===== src/rtl/pwm_capture_pkg.sv =====
// Shared widths, timeout default and FSM state encoding for the PWM capture path.
package pwm_capture_pkg;

  localparam int unsigned DEF_VALUE_W  = 10;
  localparam int unsigned DEF_TLSB_W   = 12;
  localparam int unsigned DEF_PERIOD_W = 11;
  localparam int unsigned DEF_TIMEOUT  = 2047;

  typedef enum logic [1:0] {
    ST_IDLE = 2'd0,
    ST_HIGH = 2'd1,
    ST_LOW  = 2'd2
  } pwm_state_e;

endpackage


===== src/rtl/pwm_capture_sync_edge_detect.sv =====
// Two-flop synchroniser for an asynchronous input plus registered rise/fall pulses.
module pwm_capture_sync_edge_detect (
  input  logic clk,
  input  logic reset,
  input  logic d_i,
  output logic rise_o,
  output logic fall_o
);

  logic meta_q;
  logic sync_q;
  logic prev_q;
  logic rise_q;
  logic fall_q;

  // Synchronise, keep one cycle of history and register single-cycle edge pulses.
  always_ff @(posedge clk or posedge reset) begin
    if (reset) begin
      meta_q <= 1'b0;
      sync_q <= 1'b0;
      prev_q <= 1'b0;
      rise_q <= 1'b0;
      fall_q <= 1'b0;
    end else begin
      meta_q <= d_i;
      sync_q <= meta_q;
      prev_q <= sync_q;
      rise_q <= sync_q & ~prev_q;
      fall_q <= ~sync_q & prev_q;
    end
  end

  assign rise_o = rise_q;
  assign fall_o = fall_q;

endmodule


===== src/rtl/pwm_capture.sv =====
// Measures high time and period of an asynchronous PWM input in LSB units
// (1 LSB = t_lsb clocks), with saturation and a no-edge timeout.
module pwm_capture
  import pwm_capture_pkg::*;
#(
  parameter int unsigned VALUE_W  = DEF_VALUE_W,
  parameter int unsigned TLSB_W   = DEF_TLSB_W,
  parameter int unsigned PERIOD_W = DEF_PERIOD_W,
  parameter int unsigned TIMEOUT  = DEF_TIMEOUT
) (
  input  logic                clk,
  input  logic                reset,
  input  logic                pwm_in,
  input  logic [TLSB_W-1:0]   t_lsb,
  output logic [VALUE_W-1:0]  pwm_value,
  output logic [PERIOD_W-1:0] period_value,
  output logic                value_valid,
  output logic                period_valid,
  output logic                timeout
);

  localparam int unsigned IDLE_W = $clog2(TIMEOUT + 1);

  logic rise;
  logic fall;
  logic any_edge;

  logic [TLSB_W-1:0]   t_lsb_q;
  logic [TLSB_W-1:0]   presc_q;
  logic [TLSB_W-1:0]   presc_d;
  logic [TLSB_W-1:0]   t_eff;
  logic                tick;

  logic [VALUE_W-1:0]  hi_q;
  logic [VALUE_W-1:0]  hi_d;
  logic [PERIOD_W-1:0] per_q;
  logic [PERIOD_W-1:0] per_d;
  logic [IDLE_W-1:0]   idle_q;
  logic [IDLE_W-1:0]   idle_d;
  logic                to_fire;

  pwm_state_e          state_q;

  pwm_capture_sync_edge_detect u_sync (
    .clk    (clk),
    .reset  (reset),
    .d_i    (pwm_in),
    .rise_o (rise),
    .fall_o (fall)
  );

  assign any_edge = rise | fall;

  // A programmed t_lsb of zero behaves as one clock per LSB.
  assign t_eff   = (t_lsb_q == '0) ? TLSB_W'(1) : t_lsb_q;
  assign tick    = (presc_q >= (t_eff - TLSB_W'(1)));
  assign presc_d = tick ? '0 : presc_q + TLSB_W'(1);

  // Saturating tick-driven increments; the FSM picks which ones to commit.
  assign hi_d   = (tick && (hi_q != '1))   ? hi_q + VALUE_W'(1)   : hi_q;
  assign per_d  = (tick && (per_q != '1))  ? per_q + PERIOD_W'(1) : per_q;
  assign idle_d = (tick && (idle_q != '1)) ? idle_q + IDLE_W'(1)  : idle_q;

  // An edge in the same cycle always wins over the timeout.
  assign to_fire = ~any_edge & ~timeout & (idle_d >= IDLE_W'(TIMEOUT));

  // Prescaler restarts and t_lsb is captured on every detected rising edge.
  always_ff @(posedge clk or posedge reset) begin
    if (reset) begin
      t_lsb_q <= '0;
      presc_q <= '0;
    end else if (rise) begin
      t_lsb_q <= t_lsb;
      presc_q <= '0;
    end else begin
      presc_q <= presc_d;
    end
  end

  // Idle counter: counts LSB ticks since the last edge of either polarity.
  always_ff @(posedge clk or posedge reset) begin
    if (reset) begin
      idle_q <= '0;
    end else if (any_edge) begin
      idle_q <= '0;
    end else begin
      idle_q <= idle_d;
    end
  end

  // Measurement FSM with counters and registered result/valid outputs.
  always_ff @(posedge clk or posedge reset) begin
    if (reset) begin
      state_q      <= ST_IDLE;
      hi_q         <= '0;
      per_q        <= '0;
      pwm_value    <= '0;
      period_value <= '0;
      value_valid  <= 1'b0;
      period_valid <= 1'b0;
      timeout      <= 1'b0;
    end else begin
      value_valid  <= 1'b0;
      period_valid <= 1'b0;
      if (to_fire) begin
        timeout     <= 1'b1;
        state_q     <= ST_IDLE;
        pwm_value   <= (state_q == ST_HIGH) ? '1 : '0;
        value_valid <= 1'b1;
      end else begin
        case (state_q)
          ST_IDLE: begin
            if (rise) begin
              state_q <= ST_HIGH;
              hi_q    <= '0;
              per_q   <= '0;
              timeout <= 1'b0;
            end
          end
          ST_HIGH: begin
            hi_q  <= hi_d;
            per_q <= per_d;
            if (fall) begin
              state_q     <= ST_LOW;
              pwm_value   <= hi_d;
              value_valid <= 1'b1;
            end
          end
          ST_LOW: begin
            per_q <= per_d;
            if (rise) begin
              state_q      <= ST_HIGH;
              period_value <= per_d;
              period_valid <= 1'b1;
              hi_q         <= '0;
              per_q        <= '0;
              timeout      <= 1'b0;
            end
          end
          default: begin
            state_q <= ST_IDLE;
          end
        endcase
      end
    end
  end

endmodule

===== config.mk =====
export PLATFORM = sky130hd
export DESIGN_NAME = pwm_capture
export DESIGN_NICKNAME = d
export VERILOG_FILES = /design/src/rtl/pwm_capture_pkg.sv /design/src/rtl/pwm_capture_sync_edge_detect.sv /design/src/rtl/pwm_capture.sv
export SDC_FILE = /design/constraint.sdc
export NUM_CORES = 1
export LEC_CHECK = 0
export BUFFER_PORTS_ARGS = -buffer_cell sky130_fd_sc_hd__buf_2
export CORE_ASPECT_RATIO = 0.9
export CORE_MARGIN = 2
export CORE_UTILIZATION = 56
export CTS_BUF_LIST = sky130_fd_sc_hd__clkbuf_2
export CTS_CLUSTER_SIZE = 24
export DETAILED_ROUTE_END_ITERATION = 7
export PLACE_DENSITY = 0.84
export SLEW_MARGIN = 20
export SYNTH_ARGS = -nofsm -noshare
export SYNTH_HDL_FRONTEND = slang
export SYNTH_SLANG_ARGS = --single-unit
export TNS_END_PERCENT = 50

===== constraint.sdc =====
create_clock -name clk -period 4.18 [get_ports clk]
set_clock_uncertainty 0.1 [all_clocks]
set_input_delay 0.627 -clock clk [delete_from_list [all_inputs] [get_ports clk]]
set_output_delay 0.627 -clock clk [all_outputs]
set_load 0.1 [all_outputs]

# == After elaboration in Yosys (flattened, before gate mapping) ==
# Index checks and enable logic that the tools add are counted.
# word_totals
register_bits,87
in_bits,15
wordCells,89
# op_classes
n_addsub,5
order_cmp,2
eq_ne,9
muxes,29
bitwise,10
reduce_logical,18
# ops
op,n
$mux W10,6
$mux W11,5
$mux W12,3
$pmux W11 S3,1
$add A11 B1 Y11 const B,2
$ne A11 B11 Y1 const B,2
$pmux W10 S2,1
$add A12 B1 Y12 const B,1
$ge A12 B12 Y1,1
$logic_not A12 Y1,1
$sub A12 B1 Y12 const B,1
$ge A11 B11 Y1 const B,1
$add A10 B1 Y10 const B,1
$ne A10 B10 Y1 const B,1
$reduce_bool A2 Y1,5
$mux W1,9
$reduce_and A3 Y1,3
$mux W2,3
$reduce_and A2 Y1,3
$not A1 Y1,5
$and A1 B1 Y1,4
$ne A2 B1 Y1 const B,2
$pmux W2 S2,1
$logic_and A1 B1 Y1,3
8 further kinds,8

# == Logic depth before layout (Yosys ltp) ==
# depth
ltp_word,10
depth_mapped,22

# == By module ==
# Synthesis repeated with hierarchy kept, for this count alone.
# hier_totals
cells_unflattened,514
area_unflattened_um2,4839.6
# by_module_without_submodules
mod,instances,cells_per_inst,area_per_inst_um2,seq_area_each_um2
pwm_capture,1,506,4695.8,2052.0
pwm_capture_sync_edge_detect,1,8,143.9,125.1

# == Worst setup path after synthesis ==
# OpenSTA, ideal clock, no wires.
# synth_path
kind,register to register
start,reg t_lsb_q[6]
end,reg pwm_value[0]
setup_ns,0.126
arrival_ns,4.359
required_time_ns,3.954
slack_ns,-0.405
path_stages_with_launch,22
path_buffers,3
period_less_slack_ns,4.585
path_cell_list,dfrtp_1 nor4_1 nand2b_1 nor4_1 a21oi_1 ha_1 nand2_1 nor3_1 nand2_1 xor2_1 ha_1 nand2_1 o21ai_0 o21ba_2 buf_2 nor4_1 o221ai_2 or4_1 buf_4 buf_6 a21oi_2 a21oi_1
# synth_via
elab_chain_cells,10
elab_cells_between_ends,16
cone_classes,add/sub (1); order compare (2); mux (6); bitwise (1); reduce/logical (6)
# synth_rtl
item,line,source
"start, declared",pwm_capture.sv:28,logic [TLSB_W-1:0] t_lsb_q;
"start signal, assigned",pwm_capture.sv:73,t_lsb_q <= t_lsb;
$logic_not A12 Y1,pwm_capture.sv:55,assign t_eff = (t_lsb_q == '0) ? TLSB_W'(1) : t_lsb_q;
$mux W12 *,pwm_capture.sv:55,
$sub A12 B1 Y12 *,pwm_capture.sv:56,assign tick = (presc_q >= (t_eff - TLSB_W'(1)));
$ge A12 B12 Y1 *,pwm_capture.sv:56,
$logic_and A1 B1 Y1,pwm_capture.sv:62,assign idle_d = (tick && (idle_q != '1)) ? idle_q + IDLE_W'(1) : idle_q;
$mux W11,pwm_capture.sv:62,
$ge A11 B11 Y1,pwm_capture.sv:65,assign to_fire = ~any_edge & ~timeout & (idle_d >= IDLE_W'(TIMEOUT));
$and A1 B1 Y1,pwm_capture.sv:65,
$reduce_bool A2 Y1 (no line),n/a,
$reduce_and A2 Y1 (no line),n/a,
"end signal, assigned",pwm_capture.sv:108,pwm_value <= (state_q == ST_HIGH) ? '1 : '0;
"end signal, assigned",pwm_capture.sv:125,pwm_value <= hi_d;
"end, declared",pwm_capture.sv:15,"output logic [VALUE_W-1:0] pwm_value,"
# Every way passes the cells marked *; elsewhere a longest branch is shown, timed or not. The select of a mux whose other input is x is not followed.
# A chain may end at the register's enable or synchronous reset.

# == Worst setup path in the final report ==
# layout_path
start,reg t_lsb_q[6]
end,reg hi_q[1]
# layout_via
elab_chain_cells,10
elab_cells_between_ends,13
cone_classes,add/sub (1); order compare (2); mux (4); bitwise (2); reduce/logical (4)
# layout_rtl
item,line,source
$logic_not A12 Y1,pwm_capture.sv:55,
$mux W12 *,pwm_capture.sv:55,
$sub A12 B1 Y12 *,pwm_capture.sv:56,
$ge A12 B12 Y1 *,pwm_capture.sv:56,
$logic_and A1 B1 Y1,pwm_capture.sv:62,
$mux W11,pwm_capture.sv:62,
$ge A11 B11 Y1,pwm_capture.sv:65,
$and A1 B1 Y1,pwm_capture.sv:65,
$not A1 Y1 (no line),n/a,
$reduce_and A3 Y1 (no line),n/a,
"end signal, assigned",pwm_capture.sv:121,hi_q <= hi_d;
"end, declared",pwm_capture.sv:34,logic [VALUE_W-1:0] hi_q;
# Every way passes the cells marked *; elsewhere a longest branch is shown, timed or not.

==> summary.txt <==
Crit Path Class = register to register
Antenna Nets Post-Route = 0
# clock sinks = 87
die area = 9450 µm²
pin count of the biggest net entering global routing = 65
M2 GR Usage = 43.0%
pre-CTS setup slack = -0.443 ns
Post-Syn Area = 4870 µm²
minimum clock period = 4.74 ns
critical path capture point type = register
P_leak = 2.79 nW
largest area contributor in the netlist = dfrtp_1
first-pass GRT wire length = 19800 µm
Top Family by Delay on Critical Path = simple AND/OR/NAND/NOR gates
worst path cell trace = nor4_4, nand2b_1, nor4_4, a21oi_2, ha_2, nand2_4, nor3_4, xnor2_1, ha_1, nand2_2, nor2_2, a41oi_2, buf_4, o21ai_4, and3_4, o221ai_4, or4_4, buf_12, o211ai_1, o2bb2ai_1
CTS H-Tree Depth = 3
failing checks = negative setup slack
CP Max Fanout = 6
syn_nets = 562
Max-slew headroom = 39.4%
final hold vios = 0
Achievable Freq = 0.211 GHz
vias = 4542
Reg clk slew, reported paths = 0.29 ns
Worst Path Arrival = 5.13 ns
gr busiest metal = met2
Worst IR Drop VDD = 0.510 mV
worst-skew pair later-pin latency = 0.60 ns
Starting Density = 57.3%
met3 Usage GRT = 4.98%
Iteration-0 DRC Markers = 312
Yosys reg bits = 87
port buffer count = 38
cts bufs inserted = 9
power per cell area = 491 nW/µm²
fillers = 582
Global Route met1 Usage = 35.1%
synthesis-to-layout area growth = 26.5%
Least-Margin Pin Slew = 0.909 ns
routed len/inst = 18.9 µm
worst setup margin = -0.557 ns
IO Pins = 39
vias in the first global route = 4210
GRT Util Overall = 26.3%
slowest cell delay on critical path = 0.62 ns
Tcrit/Tclk final = 113%
HP Class = input pin to async pin
Most used DFF post-synth = dfrtp_1
synth warn = 0
Final Power = 3.02 mW
initial antenna violation count = 0
number of max-cap violations = 0
ranking of synthesized cells by area = dfrtp_1 (45%), ha_1 (5.4%), o21ai_0 (5.2%)
share of cells above drive strength 1 = 32.6%
# DRC = 0
Root Buffer = clkbuf_2
top post-synthesis cells by count = dfrtp_1 (87), nor2_1 (59), o21ai_0 (51), nand2_1 (47), a21oi_1 (32)
sequential area share after synthesis = 44.7%
Yosys cell types = 53
Setup crit start kind = register
Final #Nets = 653
Routed WL = 14000 µm
Fin Hold WS = 0.0334 ns
chip height = 92.4 µm
Hold Buf Count CTS = 0
Bufs and invs on worst path = 2
DRT Pass-1 Iters = 5
CP most frequent cell = nor4_4
Slew Limit Fails = 0
Inserted Diodes = 0
status = finished, violations left
CTS tree = built
setup repair after global routing missed its margin = true
Core ar. = 8490 µm²
# setup viols final = 35
Cells after Synth = 526
top-area cell type share of the netlist area = 44.7%
via-per-instance ratio = 6.15
grt total ovfl = 0
slowest cell on the critical path = or4_4
reg2reg path depth = 20
count leader, synth = dfrtp_1
Synth Area per Inst = 9.25 µm²
CP required = 4.58 ns
number of synthesized flops with an enable pin = 0
Critical Path Stages = 20
asr flop ratio synth = 100%
Post-DP HPWL = 7640 µm
clk buf depth = 2
# rows = 32
Die X = 102 µm
gpl congestion = 0.930
## cell families (layout without fill, tap and decap cells)
logic type | Yosys count | count (layout) | share of synthesized area (%)
simple gates | 195 | 197 | 19.6
compound gates | 127 | 127 | 15.9
flops | 87 | 87 | 44.7
xor+xnor | 41 | 41 | 7.38
buf+inv | 40 | 132 | 3.55
fa+ha+maj | 21 | 21 | 5.40
mux | 15 | 15 | 3.37
## metal layers
| metal | up-vias | share of wire [%] |
|---|---|---|
| met5 | - | 0 |
| met4 | 0 | 4.2 |
| met2 | 217 | 50 |
| li1 | 2040 | - |
| met1 | 2225 | 40 |
| met3 | 60 | 5.7 |
## state kept, by name (all words and copies together) (netlist names), 2 cells and up
register      flops
state_q           2
period_value     11
pwm_value        10
t_lsb_q          12
per_q            11
idle_q           11
hi_q             10
presc_q          12
## final timing paths
path                          startpoint  slack, ns             to
min reg2reg                u_sync.meta_q       0.29  u_sync.sync_q
max in group asynchronous          reset       3.07       per_q[6]
min in group clk                  pwm_in       0.05  u_sync.meta_q
max reg2reg                   t_lsb_q[6]      -0.56        hi_q[1]
max                           t_lsb_q[6]      -0.56        hi_q[1]
min                                reset       0.03      idle_q[8]
## power by group
group	switching, mW	internal (mW)
clock network	0.306	0.0722
logic	1.18	0.375
registers	0.115	0.974
total	1.60	1.42
## through the flow
| step | instances | cell area [µm²] | setup TNS, ns | utilization (%) |
|---|---|---|---|---|
| after detailed placement | 693 | 5390 | -9.93 | 63.5 |
| final | 739 | 6160 | -16.40 | 72.6 |
| after global placement | 693 | 5390 | -5.14 | 63.5 |
| after floorplan | 526 | 4900 | -0.0684 | - |
| after CTS | 719 | 5730 | -3.15 | 67.5 |
| after global routing | 739 | 6160 | -22.47 | 72.6 |
## layout make-up
| cell class | count | area [µm²] | area share (%) |
|---|---|---|---|
| Tap cell | 119 | 149 | 2.42 |
| Clock inverter | 5 | 37.5 | 0.610 |
| Multi-Input combinational cell | 401 | 2930 | 47.6 |
| Timing Repair Buffer | 103 | 757 | 12.3 |
| Inverter | 15 | 58.8 | 0.955 |
| Clock buffer | 9 | 45.0 | 0.731 |
| Sequential cell | 87 | 2180 | 35.4 |
## cell usage in the layout, fill, tap and decap left out, types with 3 or more instances in the layout
master,synthesis,routed
dfrtp_1,87,87
nor2_1,59,57
buf_4,1,55
nand2_1,47,43
buf_2,3,38
o21ai_0,51,25
a21oi_1,32,23
xnor2_1,22,22
xor2_1,19,19
ha_1,21,19
o21ai_1,0,16
inv_1,15,14
and3_1,14,13
nand3_1,14,13
a21oi_2,2,11
mux2_2,11,11
o21ai_2,1,9
clkbuf_2,0,9
nand4_1,8,8
nand2b_1,9,8
nor2b_1,7,7
buf_6,2,7
nor3_1,8,6
nor4_4,0,5
o31ai_2,0,5
o22ai_1,5,5
a211oi_2,0,4
mux2i_1,4,4
or3_1,5,4
and2_1,3,3
nand2_2,0,3
o31ai_1,10,3
or2_2,3,3
a31oi_1,4,3
a21o_1,3,3
## repair_timing
item,CTS,global route
endpoints found under the hold margin,0,0
buffers inserted,10,17
pin swaps,23,15
gates resized for setup,35,72
setup endpoints to repair,36,38
gates cloned,3,4
Note: power is estimated with default switching activity, not from simulation.
